<file path="src/rtl/fifo_burst_reader_if.sv">
// rtl/fifo_burst_reader_if.sv - command, FIFO read-port and output-stream bundle for fifo_burst_reader
//
// Signals:
//   cmd_valid/cmd_len/cmd_ready      burst command handshake
//   fifo_rd_en/fifo_empty/fifo_rd_data  FIFO read port (registered data, 1-cycle latency)
//   out_valid/out_data/out_last/out_ready  output stream
//   done                             one-cycle pulse after the final beat of a burst
// Modports:
//   master  the burst reader
//   slave   the surrounding system (command source, FIFO, sink)

interface fifo_burst_reader_if #(
    parameter int DATA_W = 32,
    parameter int LEN_W  = 8
);
    logic              cmd_valid;
    logic [LEN_W-1:0]  cmd_len;
    logic              cmd_ready;
    logic              fifo_rd_en;
    logic              fifo_empty;
    logic [DATA_W-1:0] fifo_rd_data;
    logic              out_valid;
    logic [DATA_W-1:0] out_data;
    logic              out_last;
    logic              out_ready;
    logic              done;

    modport master (
        input  cmd_valid, cmd_len, fifo_empty, fifo_rd_data, out_ready,
        output cmd_ready, fifo_rd_en, out_valid, out_data, out_last, done
    );

    modport slave (
        output cmd_valid, cmd_len, fifo_empty, fifo_rd_data, out_ready,
        input  cmd_ready, fifo_rd_en, out_valid, out_data, out_last, done
    );
endinterface

</file>
<file path="src/rtl/fifo_burst_reader.sv">
// rtl/fifo_burst_reader.sv - pops a commanded number of words from a FIFO onto a valid/ready stream
//
// Ports:
//   clk   rising-edge clock
//   rst   synchronous active-high reset
//   bus   fifo_burst_reader_if.master: command in, FIFO read port, output stream, done pulse
//
// A 2-entry output buffer absorbs the FIFO's one-cycle read latency and sink
// backpressure. Pops are only issued when the words already held plus the word
// in flight, less the one leaving this cycle, leave room for another.

module fifo_burst_reader #(
    parameter int DATA_W = 32,
    parameter int LEN_W  = 8
) (
    input  logic                 clk,
    input  logic                 rst,
    fifo_burst_reader_if.master  bus
);

    typedef enum logic [1:0] {
        IDLE = 2'd0,
        RUN  = 2'd1,
        FIN  = 2'd2
    } state_t;

    localparam logic [LEN_W-1:0] LEN_ONE = {{(LEN_W-1){1'b0}}, 1'b1};

    state_t            state;
    state_t            state_nxt;
    logic [LEN_W-1:0]  issue_left;
    logic [LEN_W-1:0]  beat_left;
    logic [1:0]        count;
    logic              inflight;
    logic [DATA_W-1:0] buf_mem [2];
    logic              head;
    logic              tail;

    logic              have_word;
    logic              pop_out;
    logic              rd_en;
    logic              accept;
    logic [2:0]        occ;

    // Outputs are forced to their reset values while rst is held so that no
    // pop or beat can slip out in the cycle that is being reset.
    always_comb begin
        state_nxt = state;
        have_word = (count != 2'd0) && !rst;
        pop_out   = have_word && bus.out_ready;
        accept    = (state == IDLE) && bus.cmd_valid && !rst;
        // Occupancy after this cycle if a pop were not issued: buffered + in flight - leaving.
        occ       = {1'b0, count} + {2'b00, inflight} - {2'b00, pop_out};
        rd_en     = (state == RUN) && (issue_left != '0) && !bus.fifo_empty
                    && (occ < 3'd2) && !rst;

        unique case (state)
            IDLE: begin
                if (bus.cmd_valid) begin
                    state_nxt = (bus.cmd_len == '0) ? FIN : RUN;
                end
            end
            RUN: begin
                if (pop_out && (beat_left == LEN_ONE)) begin
                    state_nxt = FIN;
                end
            end
            FIN: begin
                state_nxt = IDLE;
            end
            default: begin
                state_nxt = IDLE;
            end
        endcase
    end

    assign bus.cmd_ready  = (state == IDLE) && !rst;
    assign bus.fifo_rd_en = rd_en;
    assign bus.out_valid  = have_word;
    assign bus.out_data   = rst ? '0 : buf_mem[head];
    assign bus.out_last   = have_word && (beat_left == LEN_ONE);
    assign bus.done       = (state == FIN) && !rst;

    always_ff @(posedge clk) begin
        if (rst) begin
            state      <= IDLE;
            issue_left <= '0;
            beat_left  <= '0;
            count      <= 2'd0;
            inflight   <= 1'b0;
            head       <= 1'b0;
            tail       <= 1'b0;
            buf_mem[0] <= '0;
            buf_mem[1] <= '0;
        end else begin
            state    <= state_nxt;
            inflight <= rd_en;

            if (accept) begin
                issue_left <= bus.cmd_len;
                beat_left  <= bus.cmd_len;
            end else begin
                if (rd_en) begin
                    issue_left <= issue_left - LEN_ONE;
                end
                if (pop_out) begin
                    beat_left <= beat_left - LEN_ONE;
                end
            end

            // FIFO data registered on the previous pop lands in the tail now.
            if (inflight) begin
                buf_mem[tail] <= bus.fifo_rd_data;
                tail          <= ~tail;
            end
            if (pop_out) begin
                head <= ~head;
            end

            unique case ({inflight, pop_out})
                2'b10:   count <= count + 2'd1;
                2'b01:   count <= count - 2'd1;
                default: count <= count;
            endcase
        end
    end

endmodule

</file>
<file path="src/flat_wrapper.sv">
// flat-port wrapper written by rule: the top's interface ports become plain ports
module fifo_burst_reader_flat 
#(
    parameter int DATA_W = 32,
    parameter int LEN_W  = 8
)
  (clk, rst, bus_cmd_valid, bus_cmd_len, bus_fifo_empty, bus_fifo_rd_data, bus_out_ready, bus_cmd_ready, bus_fifo_rd_en, bus_out_valid, bus_out_data, bus_out_last, bus_done);
  fifo_burst_reader_if #(.DATA_W(DATA_W), .LEN_W(LEN_W)) bus_i ();
  input  logic clk;
  input  logic rst;
  input wire logic [$bits(bus_i.cmd_valid)-1:0] bus_cmd_valid;
  input wire logic [$bits(bus_i.cmd_len)-1:0] bus_cmd_len;
  input wire logic [$bits(bus_i.fifo_empty)-1:0] bus_fifo_empty;
  input wire logic [$bits(bus_i.fifo_rd_data)-1:0] bus_fifo_rd_data;
  input wire logic [$bits(bus_i.out_ready)-1:0] bus_out_ready;
  output wire logic [$bits(bus_i.cmd_ready)-1:0] bus_cmd_ready;
  output wire logic [$bits(bus_i.fifo_rd_en)-1:0] bus_fifo_rd_en;
  output wire logic [$bits(bus_i.out_valid)-1:0] bus_out_valid;
  output wire logic [$bits(bus_i.out_data)-1:0] bus_out_data;
  output wire logic [$bits(bus_i.out_last)-1:0] bus_out_last;
  output wire logic [$bits(bus_i.done)-1:0] bus_done;
  assign bus_i.cmd_valid = bus_cmd_valid;
  assign bus_i.cmd_len = bus_cmd_len;
  assign bus_i.fifo_empty = bus_fifo_empty;
  assign bus_i.fifo_rd_data = bus_fifo_rd_data;
  assign bus_i.out_ready = bus_out_ready;
  assign bus_cmd_ready = bus_i.cmd_ready;
  assign bus_fifo_rd_en = bus_i.fifo_rd_en;
  assign bus_out_valid = bus_i.out_valid;
  assign bus_out_data = bus_i.out_data;
  assign bus_out_last = bus_i.out_last;
  assign bus_done = bus_i.done;
  fifo_burst_reader #(.DATA_W(DATA_W), .LEN_W(LEN_W)) u_core (.clk(clk), .rst(rst), .bus(bus_i));
endmodule
</file>
<file path="config.mk">
export PLATFORM = sky130hd
export DESIGN_NAME = fifo_burst_reader_flat
export DESIGN_NICKNAME = d
export VERILOG_FILES = /design/src/rtl/fifo_burst_reader_if.sv /design/src/rtl/fifo_burst_reader.sv /design/src/flat_wrapper.sv
export SDC_FILE = /design/constraint.sdc
export NUM_CORES = 1
export LEC_CHECK = 0
export ABC_CLOCK_PERIOD_IN_PS = 2300
export BUFFER_PORTS_ARGS = -buffer_cell sky130_fd_sc_hd__clkbuf_2
export CORE_MARGIN = 3
export CORE_UTILIZATION = 30
export DETAILED_ROUTE_END_ITERATION = 10
export GPL_TIMING_DRIVEN = 0
export PLACE_DENSITY_LB_ADDON = 0.08
export SYNTH_ARGS = -nofsm -noshare
export SYNTH_HDL_FRONTEND = slang
export SYNTH_SLANG_ARGS = --single-unit
</file>
<file path="constraint.sdc">
create_clock -name clk -period 2.3 [get_ports clk]
set_input_delay 0.115 -clock clk [delete_from_list [all_inputs] [get_ports clk]]
set_output_delay 0.115 -clock clk [all_outputs]
set_load 0.01 [all_outputs]
</file>
# After elaboration in Yosys (flattened, before gate mapping)
# Memory sizes are Yosys's and may differ from the RTL's. A register that Yosys moved wholly into a read port is not among the register bits.
# Cells that the tools add are included.
[word_totals] mem_bits_rw=64 mem_count=1 ff_bits=23
[memory_table] name="u_core.buf_mem" words=2 word_bits=32 rd=1 rd_clocked_by_memory_dff=1 wr=2 line_no="fifo_burst_reader.sv:35" rtl="logic [DATA_W-1:0] buf_mem [2];"
[op_classes] reduce_logical=23 bitwise_logic=2 n_lt_le_gt_ge=1 eq_ne=7 n_addsub=6 muxes=20
[op_table] cell="32-bit two-way mux" n=2
[op_table] cell="8-bit two-way mux" n=4
[op_table] cell="32-bit OR reduction" n=1
[op_table] cell="8-bit by 1-bit subtractor with 8-bit output, second input constant" n=2
[op_table] cell="1-bit logical AND" n=12
[op_table] cell="1-bit two-way mux" n=9
[op_table] cell="8-bit by 1-bit == test with 1-bit output, second input constant" n=1
[op_table] cell="8-bit logical NOT" n=1
[op_table] cell="2-bit case mux with 2 select lines" n=2
[op_table] cell="2-bit nonzero test" n=4
[op_table] cell="8-bit nonzero test" n=1
[op_table] cell="2-bit two-way mux" n=3
[op_table] cell="2-bit by 1-bit == test with 1-bit output, second input constant" n=2
[op_table] cell="2-bit == test, second input constant" n=2
[op_table] cell="2-bit != test, second input constant" n=2
[op_table] cell="2-bit by 1-bit adder with 3-bit output" n=1
[op_table] cell="3-bit by 2-bit < comparator with 1-bit output, second input constant" n=1
[op_table] cell="3-bit by 1-bit subtractor with 3-bit output" n=1
[op_table] cell="2-bit by 1-bit adder with 2-bit output, second input constant" n=1
[op_table] cell="1-bit logical NOT" n=2
[op_table] cell="2-bit logical NOT" n=1
[op_table] cell="1-bit inverter" n=2
[op_table] cell="2-bit AND reduction" n=1
[op_table] cell="2-bit by 1-bit subtractor with 2-bit output, second input constant" n=1

# Logic depth before layout (Yosys ltp)
# Gate-level depths: netlist of run 1.
[depth] word_depth=9 depth_mapped=13 depth_no_buf=9

# Least setup slack after synthesis of run 1
# No wires, ideal clock.
[synth_path] kind="flip-flop to flip-flop" from="register u_core.count[1]" to="register u_core.issue_left[6]" required_time_ns=2.174 n_path_buf=3 path_stages_with_launch=13 setup_time_ns=0.126 period_less_slack_ns=2.538 path_slack_ns=-0.238 t_arrival_ns=2.412 cell_sequence="dfxtp_1 > o21ba_1 > buf_4 > and2_1 > buf_2 > xnor2_1 > nand2_1 > fa_1 > xnor2_1 > nand4_1 > clkbuf_1 > nor4_1 > o211ai_1"
[synth_via] elab_chain_cells=8
[synth_lines] item="from (decl)" line_no="fifo_burst_reader.sv:33" rtl="logic [1:0] count;"
[synth_lines] item="from (signal assigned)" line_no="fifo_burst_reader.sv:121" rtl="2'b10: count <= count + 2'd1;"
[synth_lines] item="from (signal assigned)" line_no="fifo_burst_reader.sv:122" rtl="2'b01: count <= count - 2'd1;"
[synth_lines] item="from (signal assigned)" line_no="fifo_burst_reader.sv:123" rtl="default: count <= count;"
[synth_lines] item="2-bit nonzero test" line_no="fifo_burst_reader.sv:49" rtl="have_word = (count != 2'd0) && !rst;"
[synth_lines] item="1-bit logical AND" line_no="fifo_burst_reader.sv:49"
[synth_lines] item="via bus_out_valid" line_no="flat_wrapper.sv:18" rtl="output wire logic [$bits(bus_i.out_valid)-1:0] bus_out_valid;"
[synth_lines] item="1-bit logical AND" line_no="fifo_burst_reader.sv:50" rtl="pop_out = have_word && bus.out_ready;"
[synth_lines] item="3-bit by 1-bit subtractor with 3-bit output" line_no="fifo_burst_reader.sv:53" rtl="occ = {1'b0, count} + {2'b00, inflight} - {2'b00, pop_out};"
[synth_lines] item="3-bit by 2-bit < comparator with 1-bit output" line_no="fifo_burst_reader.sv:55" rtl="&& (occ < 3'd2) && !rst;"
[synth_lines] item="1-bit logical AND (2 in series)" line_no="fifo_burst_reader.sv:55"
[synth_lines] item="2-bit nonzero test (no line)"
[synth_lines] item="to (signal assigned)" line_no="fifo_burst_reader.sv:100" rtl="issue_left <= bus.cmd_len;"
[synth_lines] item="to (signal assigned)" line_no="fifo_burst_reader.sv:104" rtl="issue_left <= issue_left - LEN_ONE;"
[synth_lines] item="to (decl)" line_no="fifo_burst_reader.sv:31" rtl="logic [LEN_W-1:0] issue_left;"
# The timed path passes the listed nets, and every way through them passes these cells.
# A chain may end at the register's enable or synchronous reset.

# Final worst setup path of run 1
[layout_path] from="register u_core.count[0]" to="output port bus_fifo_rd_en"
[layout_via] elab_chain_cells=7
[layout_lines] item="parallel branches: the longest is 3 deep, another holds 2-bit by 1-bit adder with 3-bit output"
[layout_lines] item="3-bit by 1-bit subtractor with 3-bit output (*)" line_no="fifo_burst_reader.sv:53"
[layout_lines] item="3-bit by 2-bit < comparator with 1-bit output (*)" line_no="fifo_burst_reader.sv:55"
[layout_lines] item="1-bit logical AND (*) (2 in series)" line_no="fifo_burst_reader.sv:55"
[layout_lines] item="to (decl)" line_no="flat_wrapper.sv:17" rtl="output wire logic [$bits(bus_i.fifo_rd_en)-1:0] bus_fifo_rd_en;"
# Mark *: on every way between the ends.

==> key figures, run 1 <==
Detailed routing
  – Residual DRC: 0
  – DR pass1 iterations: 5
  – Via count: 3,141
  – Iter 0 DRT Violations: 182
  – Post-route ant nets: 0
  – Wirelength per Cell: 15.7 um
  – WL final: 10.4 mm
  – Via density: 4.74

STA
  – Clk_skew: 0.00548 ns
  – Post-route minimum period: 2.39 ns
  – Worst Tran Pin Value: 1.04 ns
  – Fin crit share: 1.04
  – Fin. Hold Viols: 0
  – Slew headroom: 0.307
  – Max Fclk: 0.419 GHz
  – RSZ-0062 raised after global routing: yes
  – Final slew viol count: 0
  – Final Setup Violations: 5
  – Final worst setup slack: -0.0880 ns

Layout
  – Area grow syn2layout: 22.9%
  – Fillers: 1,424
  – Final cell count without fillers: 662
  – Layout net count: 528
  – Diodes inserted: 0
  – Most frequent cells in the layout: clkbuf_2 (80), and2_1 (65), edfxtp_1 (64)
  – Multi-input gate area: 1800 sq um
  – Sequential cell area: 2410 sq um
  – Commonest non-fill, non-tap cell in the layout: clkbuf_2
  – Layout cells sized above 1: 0.255
  – Final Cell Area: 5290 sq um

Floorplan
  – Full die area: 15,800 sq um
  – # rows: 43
  – Initial core utilization: 0.309
  – I/O pins: 82
  – Die W: 126 um
  – CORE AREA: 13,900 sq um
  – Die Ht: 126 um

Synth
  – Main synth FF type: edfxtp_1
  – Synth Area in Simple Gates: 0.228
  – Synth cell types: 50
  – Compound-Gate Fraction of Synth Area: 0.0573
  – Xor and xnor area share after synthesis: 0.0276
  – Largest family of logic cells by synthesized area: simple AND/OR/NAND/NOR gates
  – Synth Net Count: 434
  – #FFs+latches synth: 88
  – Synth Area in Adders: 0.0163
  – Syn avg cell area: 11.2 sq um
  – Yosys warns: 0
  – Post-Syn Area: 4310 sq um
  – Cells after Synth: 384
  – Post-synthesis mux area share: 0.0767
  – Seq/Total Area, Yosys: 0.558
  – Fraction of registers with async set/reset: 0
  – EDFF count, synth: 64

Outcome
  – Failing checks: negative setup slack
  – Status: finished, violations left

Job
  – Max-Cap Viols: 0

Clock tree
  – H-tree levels: 3
  – CTS Hold Bufs: 0
  – Max Root-Sink Buffers: 2
  – Cts bufs inserted: 9
  – Clk sink count: 88
  – Reg clk slew, reported paths: 0.07 ns
  – Root Buffer: clkbuf_16
  – CTS tree: done
  – Latest clock arrival within the worst-skew pair: 0.34 ns

Worst setup path
  – Worst Path Arrival: 2.27 ns
  – CP required: 2.18 ns
  – CP Class: flop to output pin
  – Crit start category: flop
  – CP Max Fanout: 2
  – CP Capture Type: output pin
  – Flop-to-flop setup slack: -0.08 ns

Placement
  – DP HPWL: 7.01 mm
  – PortBufs: 79
  – Placed Cells: 643
  – Placed cell areas: 4970 sq um
  – Routability cong.: 0.774

Power
  – IR drop worst, VDD: 0.000238 V
  – Power density over the cells: 685 nW/um^2
  – Lkg Pwr: 0.00201 uW

GRT
  – GRT overflow: 0
  – Initial antenna violation count: 0
  – Global Route Usage Sum: 0.136
  – First-pass GRT wire length: 16.9 mm
  – Vias in the first global route: 3,240
  – Largest net degree at the start of global routing: 33

Min path
  – Hold Crit Class: input port to flop
-- cell usage after synthesis (2+ instances only) --
library cell  number  area share
nand4_1            4      0.0058
buf_6              2      0.0052
nand2b_1           2      0.0029
a21oi_1            4      0.0046
nor3b_1            5      0.0087
and2_1            66       0.096
or3_1              2      0.0029
buf_1              5      0.0044
dfxtp_1           24        0.11
a211oi_1           6       0.010
nand2_1           10      0.0087
edfxtp_1          64        0.45
buf_2              2      0.0023
inv_1              8      0.0070
xnor2_1            5       0.010
nand3_1            8      0.0093
clkbuf_1          16       0.014
nor3_1             6      0.0070
or4_1              2      0.0035
ha_1               4       0.012
mux2i_1           33       0.077
xor2_1             6       0.012
and4_1             2      0.0041
o21ai_0            2      0.0023
nor4_1             4      0.0058
a31oi_1            5      0.0073
buf_4              2      0.0035
a32oi_1            2      0.0041
o211ai_1           6       0.010
nor2_1            54       0.047
nand4b_1           4      0.0081
-- metal layers --
| metal | up-vias | global-route usage | share of wire |
|---|---|---|---|
| met4 | 0 | 0.0543 | 0.021 |
| met2 | 66 | 0.219 | 0.47 |
| li1 | 1547 | - | - |
| met1 | 1512 | 0.179 | 0.47 |
| met3 | 16 | 0.0267 | 0.039 |
| met5 | - | 0 | 0 |
-- final timing paths --
check | startpoint | endpoint | cells after the start
worst max-delay path | u_core.count[0]$_SDFFE_PP0P_ | bus_fifo_rd_en | 9
worst min-delay path | bus_fifo_rd_data[8] | u_core.buf_mem[1][8]$_SDFFCE_PN0P_ | 2
worst max register to register | u_core.count[0]$_SDFFE_PP0P_ | u_core.issue_left[4]$_SDFFE_PP0P_ | 9
worst min register to register | u_core.head$_SDFFE_PP0P_ | flop | 2
-- layout make-up --
type,instances,share of cell area
timing repair buffer,85,0.0832
tap,180,0.0426
clock inverter,6,0.00709
inverter,8,0.00568
multi-input combinational,261,0.340
clock buffer,9,0.0426
sequential,88,0.455
buffer,25,0.0239
-- power breakdown --
group | internal [uW] | switching [uW]
combinational | 192 | 271
sequential | 1780 | 53.1
clock | 720 | 607
total | 2690 | 931
-- state kept, by name, indices dropped and copies added, names as in the netlist, named ones only --
signal / count
u_core.buf_mem: 64
u_core.beat_left: 8
u_core.issue_left: 8
u_core.count: 2
u_core.state: 2
u_core.head: 1
u_core.inflight: 1
u_core.tail: 1
-- what timing repair did --
action                     in CTS  in global routing
setup buffers                   6                  0
pin swaps                       7                  1
gates resized for setup         7                  6
setup endpoints to repair      42                 17
-- cells by family (layout without fill, tap and decap cells) --
family	after synthesis	after routing
AOI/OAI and AO/OA	34	34
DFF	88	88
buffers and inverters	35	133
and+or+nand+nor	177	177
adders and majority gates	5	5
xor gates and xnor gates	12	12
muxes	33	33
-- critical path, stage by stage, from the launching register on --
cell      delay [ns]
dfxtp_4         0.34
o21ba_4         0.21
and2_4          0.16
xnor2_2         0.11
nand2_1         0.08
fa_2            0.55
nand4_1         0.12
clkbuf_8        0.17
nor2_2          0.06
buf_2           0.13
-- stage by stage --
step           power (uW)  utilization  setup TNS, ns  worst slack, ns  hold WS (ns)
2_1_floorplan        2160            -         -0.549           -0.156         0.265
4_1_cts              3660        0.380         -0.912           -0.212        0.0462
6_report             3630        0.380         -0.306          -0.0880        0.0593
3_3_place_gp         2330        0.357         -13.73           -0.326         0.400
5_1_grt              3790        0.380          -1.14           -0.218        0.0709
3_5_place_dp         2330        0.357         -10.68           -0.375         0.405
Note: power is estimated with default switching activity, not from simulation.
==> run 2: changes to the inputs <==
--- a/config.mk
+++ b/config.mk
@@ -12,6 +12,7 @@
 export DETAILED_ROUTE_END_ITERATION = 10
 export GPL_TIMING_DRIVEN = 0
 export PLACE_DENSITY_LB_ADDON = 0.08
+export SETUP_SLACK_MARGIN = 0.4
 export SYNTH_ARGS = -nofsm -noshare
 export SYNTH_HDL_FRONTEND = slang
 export SYNTH_SLANG_ARGS = --single-unit
==> key figures, run 2 (synthesis gave the netlist of run 1 again) <==
Outcome
  – Status: finished, violations left
  – Failing checks: negative setup slack

Worst setup path
  – Worst Path Arrival: 2.46 ns
  – CP required: 2.18 ns
  – R2r worst-path depth: 11
  – CP Class: flop to output pin
  – Reg-to-reg startpoint: u_core.count[0]$_SDFFE_PP0P_
  – Worst R2R End: u_core.issue_left[4]$_SDFFE_PP0P_
  – Flop-to-flop setup slack: -0.25 ns
  – CP Launch Point: u_core.count[0]$_SDFFE_PP0P_
  – CP Max Fanout: 2
  – CP Capture Type: output pin
  – CP endpoint: bus_fifo_rd_en
  – Crit start category: flop

Layout
  – Layout net count: 530
  – Final core occ: 0.388
  – Most frequent cells in the layout: clkbuf_2 (81), and2_1 (65), edfxtp_1 (64)
  – Commonest non-fill, non-tap cell in the layout: clkbuf_2
  – Number of flip-flops in the largest register: 64
  – Fillers: 1,357
  – Most flops, register: u_core.buf_mem
  – Largest regs: u_core.buf_mem: 64 flops, u_core.beat_left: 8 flops, u_core.issue_left: 8 flops
  – Layout cells sized above 1: 0.270
  – Area grow syn2layout: 25.4%
  – Diodes inserted: 0

Floorplan
  – # rows: 43
  – Initial core utilization: 0.309
  – I/O pins: 82
  – Die Ht: 126 um
  – Die W: 126 um
  – Full die area: 15,800 sq um
  – CORE AREA: 13,900 sq um

GRT
  – GRT overflow: 0
  – Vias in the first global route: 3,293
  – First-pass GRT wire length: 16.8 mm
  – Largest net degree at the start of global routing: 33
  – Initial antenna violation count: 0
  – Global Route Usage Sum: 0.135

STA
  – Final worst setup slack: -0.270 ns
  – Final Setup Violations: 9
  – Fin crit share: 1.12
  – Slew headroom: 0.314
  – RSZ-0062 raised after global routing: yes
  – Max Fclk: 0.389 GHz
  – Worst Tran Pin Value: 1.03 ns
  – Clk_skew: 0.00648 ns
  – Final hold slack: 0.0464 ns
  – Fin. Hold Viols: 0
  – Post-route minimum period: 2.57 ns
  – Final slew viol count: 0

Detailed routing
  – Post-route ant nets: 0
  – Iter 0 DRT Violations: 126
  – Via count: 3,148
  – Wirelength per Cell: 15.7 um
  – DR pass1 iterations: 4
  – Via density: 4.73
  – Residual DRC: 0
  – WL final: 10.4 mm

Power
  – Lkg Pwr: 0.00207 uW
  – Power density over the cells: 717 nW/um^2
  – IR drop worst, VDD: 0.000285 V

Placement
  – PortBufs: 79
  – DP HPWL: 7.04 mm
  – Routability cong.: 0.776
  – Dpl ws: -0.329 ns

Clock tree
  – Reg clk slew, reported paths: 0.07 ns
  – Root Buffer: clkbuf_16
  – H-tree levels: 3
  – Clk sink count: 88
  – Max Root-Sink Buffers: 2
  – Latest clock arrival within the worst-skew pair: 0.34 ns
  – Cts bufs inserted: 9
  – CTS tree: done

Job
  – Max-Cap Viols: 0

Min path
  – Hold Crit Class: input port to flop
==> run 2: changes by cell type in the layout (fill, tap and decap cells not counted), moves of 2 or more <==
cell / before / now
bufinv_16: 0 / 2
clkbuf_1: 15 / 13
clkinv_4: 2 / 0
buf_6: 2 / 7
==> run 2: worst min path at each step <==
stage / slack [ns] / end / from / cells after the start
floorplan: 0.26 / u_core.issue_left[6]$_SDFFE_PP0P_ / bus_cmd_valid / 2
global placement: 0.40 / u_core.buf_mem[0][9]$_SDFFCE_PN0P_ / bus_fifo_rd_data[9] / 2
detailed placement: 0.41 / u_core.buf_mem[1][5]$_SDFFCE_PN0P_ / bus_fifo_rd_data[5] / 2
CTS: 0.04 / u_core.issue_left[3]$_SDFFE_PP0P_ / bus_cmd_len[3] / 3
global route: 0.05 / u_core.buf_mem[0][14]$_SDFFCE_PN0P_ / bus_fifo_rd_data[14] / 2
finish: 0.05 / u_core.issue_left[3]$_SDFFE_PP0P_ / bus_cmd_len[3] / 3
==> run 2: where the power goes <==
group | internal, uW | total [uW] | leakage (uW) | switching [uW]
clock | 947 | 1570 | 0.000146 | 623
combinational | 196 | 468 | 0.00106 | 272
sequential | 1780 | 1830 | 0.000861 | 52.5
==> run 2: critical path: stages (launching register included) <==
cell and delay [ns]:
dfxtp_4 0.34, o21ba_4 0.21, buf_6 0.11, and2_4 0.14, buf_6 0.11, xnor2_2 0.10, nand2_1 0.08, fa_2 0.55
nand4_1 0.13, clkbuf_8 0.18, nor2_4 0.07, buf_6 0.10
==> run 2: routing by layer <==
metal,up-vias,routed length [um],GRT usage,part of all wire
li1,1552,-,-,-
met1,1507,4780,0.172,0.46
met2,74,4880,0.219,0.47
met3,15,519,0.0339,0.050
met4,0,246,0.0599,0.024
met5,-,0,0,0
==> run 2: layout make-up <==
| cell class | instances | area [sq um] | share of cell area |
|---|---|---|---|
| plain buffers | 27 | 169 | 0.0313 |
| clock buffers | 10 | 229 | 0.0424 |
| repair buffers | 85 | 447 | 0.0827 |
| clock inverters | 6 | 83.8 | 0.0155 |
| well taps | 180 | 225 | 0.0417 |
| flip-flops and latches | 88 | 2410 | 0.446 |
| inverters | 8 | 30.0 | 0.00556 |
| multi-input cells | 261 | 1810 | 0.335 |
==> run 2: what timing repair did <==
item                       CTS  global route
resized for setup           13            13
hold endpoints to repair     0             0
setup endpoints to repair  132           150
hold buffers                 0             0
pin swaps                    6             1
setup buffers                6             0
==> run 2: metrics by stage <==
step           instances  TNS (ns)  total power, uW  instance area, sq um
2_1_floorplan        384    -0.570             2160                  4360
3_3_place_gp         643    -12.86             2330                  4980
3_5_place_dp         643    -10.11             2330                  4980
4_1_cts              665     -1.53             3910                  5380
5_1_grt              665     -7.53             4030                  5400
6_report             665     -1.62             3870                  5400
